### src/rtl/div_pkg.sv
// Shared types and helpers for the sequential restoring divider.
package div_pkg;

  // Default operand/result width.
  localparam int unsigned DIV_W = 32;

  // Divider control states.
  typedef enum logic [1:0] {
    IDLE,
    CALC,
    DONE
  } div_state_e;

  // Width needed to count 0..n-1; never less than one bit.
  function automatic int unsigned clog2(input int unsigned n);
    int unsigned w;
    w = 1;
    while ((32'd1 << w) < n) begin
      w = w + 1;
    end
    return w;
  endfunction

endpackage

### src/rtl/addsub_unit.sv
// Ripple-carry adder/subtractor: B is XOR-inverted by sub_i, which also feeds the carry-in.
module addsub_unit #(
  parameter int unsigned W = 33
) (
  input  logic [W-1:0] a_i,
  input  logic [W-1:0] b_i,
  input  logic         sub_i,
  output logic [W-1:0] sum_o,
  output logic         cout_o
);

  logic [W-1:0] bx_c;
  logic         carry_c;

  assign bx_c = b_i ^ {W{sub_i}};

  // Bit-serial carry chain, LSB first.
  always_comb begin
    carry_c = sub_i;
    sum_o   = '0;
    for (int i = 0; i < int'(W); i++) begin
      sum_o[i] = a_i[i] ^ bx_c[i] ^ carry_c;
      carry_c  = (a_i[i] & bx_c[i]) | (carry_c & (a_i[i] ^ bx_c[i]));
    end
  end

  assign cout_o = carry_c;

endmodule

### src/rtl/seq_divider.sv
// Multi-cycle restoring divider: one quotient bit per clock through a shared
// N+1-bit subtractor, start/busy/done handshake.
// Optional macro SIGNED_DIV_EN: two's-complement operands, truncating division.
module seq_divider
  import div_pkg::*;
#(
  parameter int unsigned N = DIV_W
) (
  input  logic         clk,
  input  logic         rst,
  input  logic         start,
  input  logic [N-1:0] dividend,
  input  logic [N-1:0] divisor,
  output logic         busy,
  output logic         done,
  output logic [N-1:0] quotient,
  output logic [N-1:0] remainder,
  output logic         div_by_zero
);

  localparam int unsigned CW = clog2(N);

  div_state_e    state_q, state_d;
  logic [CW-1:0] cnt_q, cnt_d;
  logic [N-1:0]  q_q, q_d;
  logic [N:0]    r_q, r_d;
  logic [N:0]    d_q, d_d;
  logic          busy_q, busy_d;
  logic          done_q, done_d;
  logic          dbz_q, dbz_d;
  logic [N-1:0]  quo_q, quo_d;
  logic [N-1:0]  rem_q, rem_d;

  logic [N:0]    s_c;
  logic [N:0]    diff_c;
  logic          no_borrow_c;
  logic [N-1:0]  q_next_c;
  logic [N:0]    r_next_c;
  logic [N-1:0]  a_load_c;
  logic [N-1:0]  b_load_c;
  logic [N-1:0]  q_fin_c;
  logic [N-1:0]  r_fin_c;

  // R stays below the divisor, so its top bit is only headroom for the shift.
  logic          unused_ok;
  assign unused_ok = r_q[N];

  // Shift the next dividend bit into the partial remainder and trial-subtract.
  assign s_c = {r_q[N-1:0], q_q[N-1]};

  addsub_unit #(
    .W(N + 1)
  ) u_addsub (
    .a_i   (s_c),
    .b_i   (d_q),
    .sub_i (1'b1),
    .sum_o (diff_c),
    .cout_o(no_borrow_c)
  );

  assign q_next_c = {q_q[N-2:0], no_borrow_c};
  assign r_next_c = no_borrow_c ? diff_c : s_c;

`ifdef SIGNED_DIV_EN
  logic neg_q_q, neg_q_d;
  logic neg_r_q, neg_r_d;

  // Divide magnitudes; fix up signs when the results are published.
  assign a_load_c = dividend[N-1] ? (~dividend + N'(1)) : dividend;
  assign b_load_c = divisor[N-1]  ? (~divisor + N'(1))  : divisor;
  assign q_fin_c  = neg_q_q ? (~q_next_c + N'(1)) : q_next_c;
  assign r_fin_c  = neg_r_q ? (~r_next_c[N-1:0] + N'(1)) : r_next_c[N-1:0];

  // Sign flags captured with the operands.
  always_comb begin
    neg_q_d = neg_q_q;
    neg_r_d = neg_r_q;
    if (state_q == IDLE && start) begin
      neg_q_d = dividend[N-1] ^ divisor[N-1];
      neg_r_d = dividend[N-1];
    end
  end

  // Sign flag registers.
  always_ff @(posedge clk) begin
    if (rst) begin
      neg_q_q <= 1'b0;
      neg_r_q <= 1'b0;
    end else begin
      neg_q_q <= neg_q_d;
      neg_r_q <= neg_r_d;
    end
  end
`else
  assign a_load_c = dividend;
  assign b_load_c = divisor;
  assign q_fin_c  = q_next_c;
  assign r_fin_c  = r_next_c[N-1:0];
`endif

  // Next-state and output logic.
  always_comb begin
    state_d = state_q;
    cnt_d   = cnt_q;
    q_d     = q_q;
    r_d     = r_q;
    d_d     = d_q;
    busy_d  = busy_q;
    done_d  = 1'b0;
    dbz_d   = dbz_q;
    quo_d   = quo_q;
    rem_d   = rem_q;

    case (state_q)
      IDLE: begin
        if (start) begin
          q_d    = a_load_c;
          d_d    = {1'b0, b_load_c};
          r_d    = '0;
          cnt_d  = '0;
          busy_d = 1'b1;
          dbz_d  = 1'b0;
          if (divisor == '0) begin
            // Zero divisor bypasses the iteration entirely.
            state_d = DONE;
            done_d  = 1'b1;
            dbz_d   = 1'b1;
            quo_d   = '1;
            rem_d   = dividend;
          end else begin
            state_d = CALC;
          end
        end
      end

      CALC: begin
        q_d   = q_next_c;
        r_d   = r_next_c;
        cnt_d = cnt_q + CW'(1);
        if (cnt_q == CW'(N - 1)) begin
          state_d = DONE;
          done_d  = 1'b1;
          quo_d   = q_fin_c;
          rem_d   = r_fin_c;
        end
      end

      DONE: begin
        // Start is not sampled here; a held start is taken in the following IDLE cycle.
        state_d = IDLE;
        busy_d  = 1'b0;
      end

      default: begin
        state_d = IDLE;
        busy_d  = 1'b0;
      end
    endcase
  end

  // State and datapath registers; reset aborts any operation in flight.
  always_ff @(posedge clk) begin
    if (rst) begin
      state_q <= IDLE;
      cnt_q   <= '0;
      q_q     <= '0;
      r_q     <= '0;
      d_q     <= '0;
      busy_q  <= 1'b0;
      done_q  <= 1'b0;
      dbz_q   <= 1'b0;
      quo_q   <= '0;
      rem_q   <= '0;
    end else begin
      state_q <= state_d;
      cnt_q   <= cnt_d;
      q_q     <= q_d;
      r_q     <= r_d;
      d_q     <= d_d;
      busy_q  <= busy_d;
      done_q  <= done_d;
      dbz_q   <= dbz_d;
      quo_q   <= quo_d;
      rem_q   <= rem_d;
    end
  end

  assign busy        = busy_q;
  assign done        = done_q;
  assign quotient    = quo_q;
  assign remainder   = rem_q;
  assign div_by_zero = dbz_q;

endmodule

### config.mk
export PLATFORM = sky130hd
export DESIGN_NAME = seq_divider
export DESIGN_NICKNAME = d
export VERILOG_FILES = /design/src/rtl/div_pkg.sv /design/src/rtl/addsub_unit.sv /design/src/rtl/seq_divider.sv
export SDC_FILE = /design/constraint.sdc
export NUM_CORES = 1
export LEC_CHECK = 0
export BUFFER_PORTS_ARGS = -buffer_cell sky130_fd_sc_hd__buf_2
export CORE_ASPECT_RATIO = 1.5
export CORE_MARGIN = 5
export CORE_UTILIZATION = 56
export DETAILED_ROUTE_END_ITERATION = 16
export GPL_TIMING_DRIVEN = 0
export PLACE_DENSITY_LB_ADDON = 0.05
export SLEW_MARGIN = 10
export SYNTH_ARGS = -nofsm -noshare
export SYNTH_HDL_FRONTEND = slang
export SYNTH_SLANG_ARGS = --single-unit
### constraint.sdc
create_clock -name clk -period 14.6 [get_ports clk]
set_input_delay 2.92 -clock clk [delete_from_list [all_inputs] [get_ports clk]]
set_output_delay 2.92 -clock clk [all_outputs]
set_load 0.01 [all_outputs]
==> results.json <==
{
  "critical-path-max-stage-delay_ns": 0.42,
  "num_rows": 53,
  "fin_cells": 1135,
  "syn_inst": 808,
  "grt_start_max_net_pins": 17,
  "ys.flop_type": "dfxtp_1",
  "async_flop_share_pct": 0,
  "rsz0062_at_grt": "no",
  "post-route-drc-count": 0,
  "dr.pass1.iters": 5,
  "period_share_pct": 96.2,
  "htree_levels": 4,
  "clock.fmax_ghz": 0.0712,
  "stdcell_area_mm2": 0.00928,
  "grt_pass1_wl_mm": 33.3,
  "status": "finished, final reports clean",
  "finalSetupTns_ns": 0,
  "routed_wirelength_mm": 20.6,
  "gr-usage-all-layers_pct": 25.3,
  "die_x_um": 107,
  "routabilityCongestion": 0.847,
  "wire_per_inst_um": 18.2,
  "start_kind": "flop",
  "num_io_pins": 134,
  "fill_cells": 1153,
  "p_comb_share_pct": 47.0,
  "synth_edf_count": 0,
  "io_buffer_count": 133,
  "die_area_mm2": 0.0165,
  "seq_area_frac_synth_pct": 43.4,
  "cts_setup_buffers": 0,
  "cts-hold-fix-buffers": 0,
  "start_util_pct": 56.5,
  "final_max_slew_viol_count": 0,
  "setup_viol": 0,
  "clk_pin_slew_ns": 0.07,
  "synth_area_leader_cell": "dfxtp_1",
  "cts_root_buffer": "clkbuf_16",
  "fin_hold_ws_ns": 0.458,
  "cts_buffer_depth": 2,
  "clock-sinks": 170,
  "clkLatencyLatePin_ns": 0.43,
  "syn_area_per_cell_um2": 9.70,
  "power_frac_seq_pct": 29.5,
  "ys_types": 38,
  "finalPower_w": 0.00190,
  "die_y_um": 155,
  "cp_slowest_cell": "fa_1",
  "drive_gt1_share_pct": 27.8,
  "area_growth_pct": 18.4,
  "path_max_fanout": 10,
  "nets": 1061,
  "clockPowerShare_pct": 23.5,
  "dr_total_vias": 6520,
  "placed_cell_area_mm2": 0.00871,
  "antenna_found_initial": 0,
  "synth-seq-cells": 170,
  "synthTopCellsByCount": "dfxtp_1 (170), nand2_1 (100), nor2_1 (74)",
  "hpwl_mm": 16.3,
  "power.density_mw_per_mm2": 205,
  "dp.cells": 1106,
  "switching_share_pct": 37.4,
  "p_int_w": 0.00119,
  "worst_ep_arrival_time_ns": 14.37,
  "crit_top_cell": "fa_1",
  "fin_skew_ns": 0.0106,
  "yosysWarnings": 0,
  "p_switching_w": 0.000711,
  "cts_tree": "built",
  "worstMarginPinSlew_ns": 0.993,
  "finalCriticalPeriod_ns": 14.04,
  "first_iter_violations": 349,
  "grt-ovfl-total": 0,
  "syn_nets": 909,
  "cp-end-kind": "flop",
  "vias_per_cell": 5.74,
  "drv_cap": 0,
  "grt_pass1_vias": 6667,
  "hold_class": "reg2reg",
  "slew_headroom_pct": 33.7,
  "postCtsResizedCells": 0,
  "required_ns": 14.93,
  "core_mm2": 0.0139,
  "crit_type": "reg2reg",
  "multi_input_area_mm2": 0.00388,
  "synth_area_mm2": 0.00784,
  "insertedDiodeCount": 0,
  "vdd_drop_max_mv": 0.150,
  "yosysMostFrequentCell": "dfxtp_1",
  "netlist_top_cells_area": "dfxtp_1 (43%), fa_1 (7.9%), o32ai_2 (5.8%)",
  "ant_nets": 0,
  "hold_viol_final": 0,
  "p_leak_nw": 3.70,
  "seq_area_mm2": 0.00340,
  "cts_buffers": 17,
  "synth_top_area_share_pct": 43.4
}
==> stage by stage <==
step                      util, %  setup slack [ns]
final                        67.0             0.560
after floorplan                 -              1.58
after detailed placement     62.8             0.655
after global placement       62.8             0.776
after CTS                    67.0             0.593
after global routing         67.0            0.0769
==> worst max-delay path, delay by kind of cell, from the launching register on <==
kind	cells	cell delay, ns
flip-flops	1	0.32
buffers and inverters	5	0.71
AND/OR/NAND/NOR	1	0.07
adder cells (fa/ha/maj)	32	12.10
AO/OA/AOI/OAI	3	0.73
==> routing by layer <==
metal / vias up / routed length, um / GRT usage, %
met1: 3138 / 8440 / 31.3
met5: - / 0 / 0
met2: 207 / 10500 / 44.0
met4: 0 / 453 / 8.47
li1: 3132 / - / -
met3: 43 / 1270 / 4.90
==> power by group through the flow <==
stage / clock, W / sequential, W / combinational [W]
6_report: 0.000446 / 0.000561 / 0.000893
5_1_grt: 0.000469 / 0.000570 / 0.000998
4_1_cts: 0.000451 / 0.000560 / 0.000886
3_5_place_dp: 0 / 0.000570 / 0.000870
3_3_place_gp: 0 / 0.000566 / 0.000834
2_1_floorplan: 0 / 0.000559 / 0.000667
==> state kept, by name, indices dropped and copies added (netlist names) <==
signal,flops
quotient,32
r_q,32
busy,1
q_q,32
div_by_zero,1
state_q,2
remainder,32
done,1
d_q,32
cnt_q,5
==> area by class of cell <==
| type | instances | area share, % |
|---|---|---|
| buffer | 68 | 3.28 |
| clock buffer | 17 | 4.58 |
| clock inverter | 12 | 1.56 |
| inverter | 67 | 2.71 |
| multi-input combinational | 503 | 41.8 |
| sequential | 170 | 36.7 |
| tap | 165 | 2.22 |
| timing repair buffer | 133 | 7.17 |
==> cell usage in the layout, fill, tap and decap left out, drive strengths merged, types with 2 or more instances in the layout <==
cell	instances
ha	3
nor3b	3
clkbuf	64
a21oi	73
o21ai	3
mux2i	30
buf	154
nand2	100
inv	70
nand2b	4
and3	2
fa	31
or3	2
mux2	29
nor4	8
a22oi	31
clkinvlp	6
bufinv	2
o221a	32
o32ai	32
a211oi	33
nor2	74
dfxtp	170
nand4	3
==> kinds of logic after synthesis <==
kind of cell	Yosys count	share of synthesized area, %
AOI/OAI and AO/OA	211	22.7
and+or+nand+nor	199	10.4
DFF	170	43.4
buffers and inverters	135	7.09
muxes	59	8.00
adders and majority gates	34	8.40
==> worst paths after layout <==
path | startpoint | to | slack [ns] | cells past startpoint
hold reg to reg | d_q[18]$_SDFFE_PP0P_ | d_q[18]$_SDFFE_PP0P_ | 0.46 | 2
setup reg to reg | q_q[31]$_SDFFE_PP0P_ | remainder[30]$_SDFFE_PP0P_ | 0.56 | 41
setup / recovery | q_q[31]$_SDFFE_PP0P_ | remainder[30]$_SDFFE_PP0P_ | 0.56 | 41
hold / removal | d_q[18]$_SDFFE_PP0P_ | d_q[18]$_SDFFE_PP0P_ | 0.46 | 2
Note: power is estimated with default switching activity, not from simulation.
